[config.mk]
export PLATFORM = sky130hd
export DESIGN_NAME = serial_match_ctrl
export DESIGN_NICKNAME = d
export VERILOG_FILES = /design/src/rtl/serial_match_pkg.sv /design/src/rtl/moore_1101_det.sv /design/src/rtl/serial_match_ctrl.sv
export SDC_FILE = /design/constraint.sdc
export NUM_CORES = 1
export LEC_CHECK = 0
export BUFFER_PORTS_ARGS = -buffer_cell sky130_fd_sc_hd__buf_2
export CORE_ASPECT_RATIO = 0.6
export CORE_UTILIZATION = 50
export DETAILED_ROUTE_END_ITERATION = 12
export PLACE_DENSITY_LB_ADDON = 0.1
export SYNTH_ARGS = -nofsm -noshare
export SYNTH_HDL_FRONTEND = slang
export SYNTH_HIERARCHICAL = 1
export SYNTH_SLANG_ARGS = --single-unit
[constraint.sdc]
create_clock -name clk -period 5.5 [get_ports clk]
set_input_delay 0.825 -clock clk [delete_from_list [all_inputs] [get_ports clk]]
set_output_delay 0.825 -clock clk [all_outputs]
set_load 0.02 [all_outputs]
[src/rtl/serial_match_pkg.sv]
// Shared types and constants for the serial "1101" match controller.
package serial_match_pkg;

  typedef enum logic [1:0] {IDLE, SHIFT, FLUSH, DONE} ctrl_state_t;

  typedef enum logic [2:0] {S0, S1, S11, S110, S1101} det_state_t;

  localparam logic [3:0] PATTERN = 4'b1101;

endpackage

[src/rtl/moore_1101_det.sv]
// Overlapping Moore detector for the bit pattern 1101; advances only when en is high.
module moore_1101_det
  import serial_match_pkg::*;
(
  input  logic clk,
  input  logic n_rst,
  input  logic clr,
  input  logic en,
  input  logic i,
  output logic o
);

  det_state_t state_q, state_d;

  always_ff @(posedge clk) begin
    if (!n_rst) state_q <= S0;
    else        state_q <= state_d;
  end

  always_comb begin
    state_d = state_q;
    if (clr) begin
      state_d = S0;
    end else if (en) begin
      case (state_q)
        S0:      state_d = i ? S1    : S0;
        S1:      state_d = i ? S11   : S0;
        S11:     state_d = i ? S11   : S110;
        S110:    state_d = i ? S1101 : S0;
        S1101:   state_d = i ? S11   : S0;
        default: state_d = S0;
      endcase
    end
  end

  assign o = (state_q == S1101);

endmodule

[src/rtl/serial_match_ctrl.sv]
// Accepts words over valid/ready, shifts them MSB-first into the 1101 detector,
// and reports a saturating per-word match count with a one-cycle result strobe.
module serial_match_ctrl
  import serial_match_pkg::*;
#(
  parameter int DATA_WIDTH = 8,
  parameter int CNT_WIDTH  = 4
) (
  input  logic                  clk,
  input  logic                  n_rst,
  input  logic [DATA_WIDTH-1:0] data_in,
  input  logic                  data_valid,
  output logic                  data_ready,
  input  logic                  clear,
  output logic                  serial_bit,
  output logic                  detect_pulse,
  output logic                  busy,
  output logic [CNT_WIDTH-1:0]  match_count,
  output logic                  result_valid
);

  localparam int BW = (DATA_WIDTH > 1) ? $clog2(DATA_WIDTH) : 1;

  ctrl_state_t           state_q, state_d;
  logic [DATA_WIDTH-1:0] sr_q, sr_d;
  logic [BW-1:0]         bit_cnt_q, bit_cnt_d;
  logic [CNT_WIDTH-1:0]  cnt_q, cnt_d;
  logic                  en_dly_q, en_dly_d;
  logic                  det_en, det_clr, det_o;

  moore_1101_det u_det (
    .clk   (clk),
    .n_rst (n_rst),
    .clr   (det_clr),
    .en    (det_en),
    .i     (serial_bit),
    .o     (det_o)
  );

  always_comb begin
    state_d      = state_q;
    sr_d         = sr_q;
    bit_cnt_d    = bit_cnt_q;
    cnt_d        = cnt_q;
    det_en       = 1'b0;
    det_clr      = 1'b0;
    data_ready   = 1'b0;
    busy         = 1'b1;
    result_valid = 1'b0;
    serial_bit   = 1'b0;

    // Detector output is Moore, so a match on bit k shows one cycle later; en_dly gates it.
    detect_pulse = det_o & en_dly_q;
    if (detect_pulse && (cnt_q != '1)) cnt_d = cnt_q + CNT_WIDTH'(1);

    case (state_q)
      IDLE: begin
        busy       = 1'b0;
        data_ready = ~clear;
        if (clear) begin
          det_clr = 1'b1;
        end else if (data_valid) begin
          sr_d      = data_in;
          bit_cnt_d = '0;
          cnt_d     = '0;
          state_d   = SHIFT;
        end
      end
      SHIFT: begin
        serial_bit = sr_q[DATA_WIDTH-1];
        det_en     = 1'b1;
        sr_d       = sr_q << 1;
        bit_cnt_d  = bit_cnt_q + BW'(1);
        if (bit_cnt_q == BW'(DATA_WIDTH - 1)) state_d = FLUSH;
      end
      FLUSH: state_d = DONE;
      DONE: begin
        result_valid = 1'b1;
        state_d      = IDLE;
      end
      default: state_d = IDLE;
    endcase

    en_dly_d = det_en;
  end

  always_ff @(posedge clk) begin
    if (!n_rst) begin
      state_q   <= IDLE;
      sr_q      <= '0;
      bit_cnt_q <= '0;
      cnt_q     <= '0;
      en_dly_q  <= 1'b0;
    end else begin
      state_q   <= state_d;
      sr_q      <= sr_d;
      bit_cnt_q <= bit_cnt_d;
      cnt_q     <= cnt_d;
      en_dly_q  <= en_dly_d;
    end
  end

  assign match_count = cnt_q;

endmodule
==> metrics.md <==
| Metric | Value |
|---|---|
| Pre-Repair DR Iteration Count | `4` |
| Post-synthesis register bit count | `21` |
| Io pins | `21` |
| Max Fclk | `around 350 MHz` |
| Crit path DAT | `2030 ps` |
| RSZ-0062 raised after global routing | `no` |
| Register area share after synthesis | `0.385` |
| Largest family of logic cells by synthesized area | `simple AND/OR/NAND/NOR gates` |
| Die width | `62.3 um` |
| Number of remaining DRC errors | `0` |
| DR vias | `~860` |
| Pint | `just under 0.0003 W` |
| Yosys top cell by area | `dfxtp_1` |
| Post-synthesis simple-gate area fraction | `0.222` |
| Critical path required time | `between 4000 and 5000 ps` |
| Period utilization | `0.520` |
| Leak Pwr | `about 0.54 nW` |
| R2R setup slack | `3260 ps` |
| Net Switching | `~0.00019 W` |
| Gr ovfl total | `0` |
| PostCTS Resize Cnt | `0` |
| # fillers | `roughly 180` |
| Status | `complete, no violations` |
| Die H | `38.2 um` |
| Reg-to-Reg End | `sr_q[5]` |
| Placeable Area | `0.00195 mm^2` |
| YS warnings | `6` |
| CTS Hold Buffers Added | `0` |
| Pwr Total | `0.000479 W` |
| Critical R2R Launch | `state_q[1]` |
| Main synth FF type | `dfxtp_1` |
| Post-synth top area share | `0.385` |
| Met3 usage | `0.0655` |
| Worst reg-to-reg path cell count | `6` |
| Combinational power share | `0.427` |
| Layout area overhead | `13.4%` |
| Drt total wl | `~1.8 mm` |
| Hold path depth | `2` |
| Vias in the first global route | `732` |
| Gr usage total | `0.172` |
| GPL Wtd Cong | `0.733` |
| Antenna viol nets, final | `0` |
| Post-layout util | `0.634` |
| Gr busiest metal | `met2` |
| Worst hold path type | `flip-flop to flip-flop` |
| Worst Path Class, Setup | `flip-flop to output port` |
| Share of layout cells above drive strength 1 | `0.230` |
| Syn_nets | `138` |
| Synth Area in XOR/XNOR | `0.0241` |
| Total CTS buffers | `3` |
| Worst Setup End Kind | `output port` |
| Met2 usage | `0.294` |
| Die area | `0.00238 mm^2` |
| Cell Rows | `12` |
| Synthesized cell area | `between 0.001 and 0.0015 mm^2` |
| Hold wc startpoint | `bit_cnt_q[1]` |
| Compound-Gate Fraction of Synth Area | `0.157` |
| Wire length per cell | `around 11 um` |
| Avg Inst Size Synth | `~9 um^2` |
| Clk Latency, worst-skew pair | `310 ps` |
| Initial drt markers | `33` |
| Diode count | `0` |
| CP Launch Type | `flip-flop` |
| Final Max Slew Viols | `0` |
| Met1 Track Usage GR | `0.212` |
| TNS Setup | `0 ps` |
| Count of input and output buffers | `20` |
| Number of flops mapped to enable cells by yosys | `0` |
| Clock share of power | `0.154` |
| Max clock buf depth | `2` |
| Relative slew slack | `0.422` |
| Power density cells | `between 300 and 400 mW/mm^2` |
| Initial Util | `0.559` |
| Synth async-reset ratio | `0` |
| Fin crit period | `~2900 ps` |
| TritonCTS clock tree | `done` |
| Synth top area cells | `dfxtp_1 (39%), ha_1 (9.2%), mux2i_1 (7.3%), nor2_1 (5.8%), a211oi_1 (4.8%)` |
| Register share of total power | `0.419` |
| Worst vdd ir | `~0.00022 V` |
| First-pass GRT wire length | `around 3 mm` |
| MaxCap Viol Count | `0` |
| Postcts setup bufs | `0` |
| Cells after Synth | `118` |
| Switching fraction of total power | `0.397` |
| Mux share of post-synthesis cell area | `0.0837` |
| Adder-cell share of the synthesized area | `0.0917` |
| Clk sinks | `21` |
| Post-synth cell types | `35` |
| Initial antenna violation count | `0` |
| Hold Vio Cnt, Final | `0` |
| Nets | `160` |
| Worst Hold End | `bit_cnt_q[1]` |
| Largest net degree at the start of global routing | `21` |
| Worst Skew | `3.94 ps` |
| Crit path max fanout | `20` |
| Slew @ Worst Pin | `867 ps` |
| Hpwl dp | `approximately 1.4 mm` |
| # setup viols final | `0` |
| Root Buffer | `clkbuf_4` |
| H-tree depth | `1` |
| Vias per std cell | `roughly 5.2` |
| Clock transition at path regs | `about 110 ps` |
sequential cells by signal, summed over array words and instances (netlist names):
signal,flops
state_q,2
sr_q,8
bit_cnt_q,3
en_dly_q,1
match_count,4
u_det/state_q,3
per-stage QoR:
stage	cell area [um^2]	hold slack [ps]	instances	setup WS, ps
2_1_floorplan	1090	436	118	3290
3_3_place_gp	1210	450	163	3060
3_5_place_dp	1210	463	163	2970
4_1_cts	1240	481	167	2620
5_1_grt	1240	492	167	2480
6_report	1240	471	167	2640
per-layer routing:
layer | routed length [um] | vias to the layer above
li1 | - | 457
met1 | 943 | 389
met2 | 772 | 15
met3 | 91 | 2
met4 | 13 | 0
met5 | 0 | -
synth_stat cells (all sizes together) (3+ instances only):
| library cell | instances |
|---|---|
| nor2 | 18 |
| nand3 | 4 |
| dfxtp | 21 |
| nand2b | 4 |
| ha | 8 |
| mux2i | 8 |
| inv | 6 |
| a21oi | 8 |
| a211oi | 8 |
| nand2 | 7 |
| nor3 | 3 |
| buf | 3 |
worst max-delay path: stages, from the launching register on:
cell     delay [ps]
dfxtp_1         360
inv_1           100
ha_1            730
and2_1          330
buf_2           200
kinds of logic (layout without fill, tap and decap cells):
kind of cell	after synthesis	count (layout)
compound gates	22	22
xor+xnor	3	3
fa+ha+maj	8	8
flops	21	21
mux	9	9
buf+inv	9	30
simple gates	46	46
how the worst max path moves through the flow:
stage / start / endpoint / slack [ps] / cells after the start
final: state_q[1] / serial_bit / 2640 / 4
after floorplan: state_q[1] / serial_bit / 3290 / 4
after global placement: state_q[1] / serial_bit / 3060 / 4
after detailed placement: state_q[1] / serial_bit / 2970 / 4
after CTS: state_q[1] / serial_bit / 2620 / 4
after global routing: state_q[1] / serial_bit / 2480 / 4
power by group through the flow:
stage	combinational (W)	clock [W]	sequential, W
2_1_floorplan	0.000172	0	0.000199
3_3_place_gp	0.000201	0	0.000203
3_5_place_dp	0.000207	0	0.000204
4_1_cts	0.000207	0.0000765	0.000201
5_1_grt	0.000229	0.0000836	0.000204
6_report	0.000204	0.0000740	0.000201
cells in the final DEF (no fill, tap or decap), types with 4 or more instances in the layout:
cell	synthesis	layout
dfxtp_1	21	21
buf_2	1	20
nor2_1	17	17
mux2i_1	8	8
ha_1	8	8
nand2_1	7	7
a211oi_1	7	7
a21oi_1	7	7
inv_1	6	6
nand3_1	4	4
nand2b_1	4	4
layout make-up:
type	instances	area (um^2)	area share
inverter	6	22.5	0.0182
sequential	21	420	0.340
multi-input combinational	88	632	0.511
clock buffer	3	22.5	0.0182
timing repair buffer	20	100	0.0809
tap	28	35.0	0.0283
clock inverter	1	5.00	0.00404
(Power assumes the default switching activity.)
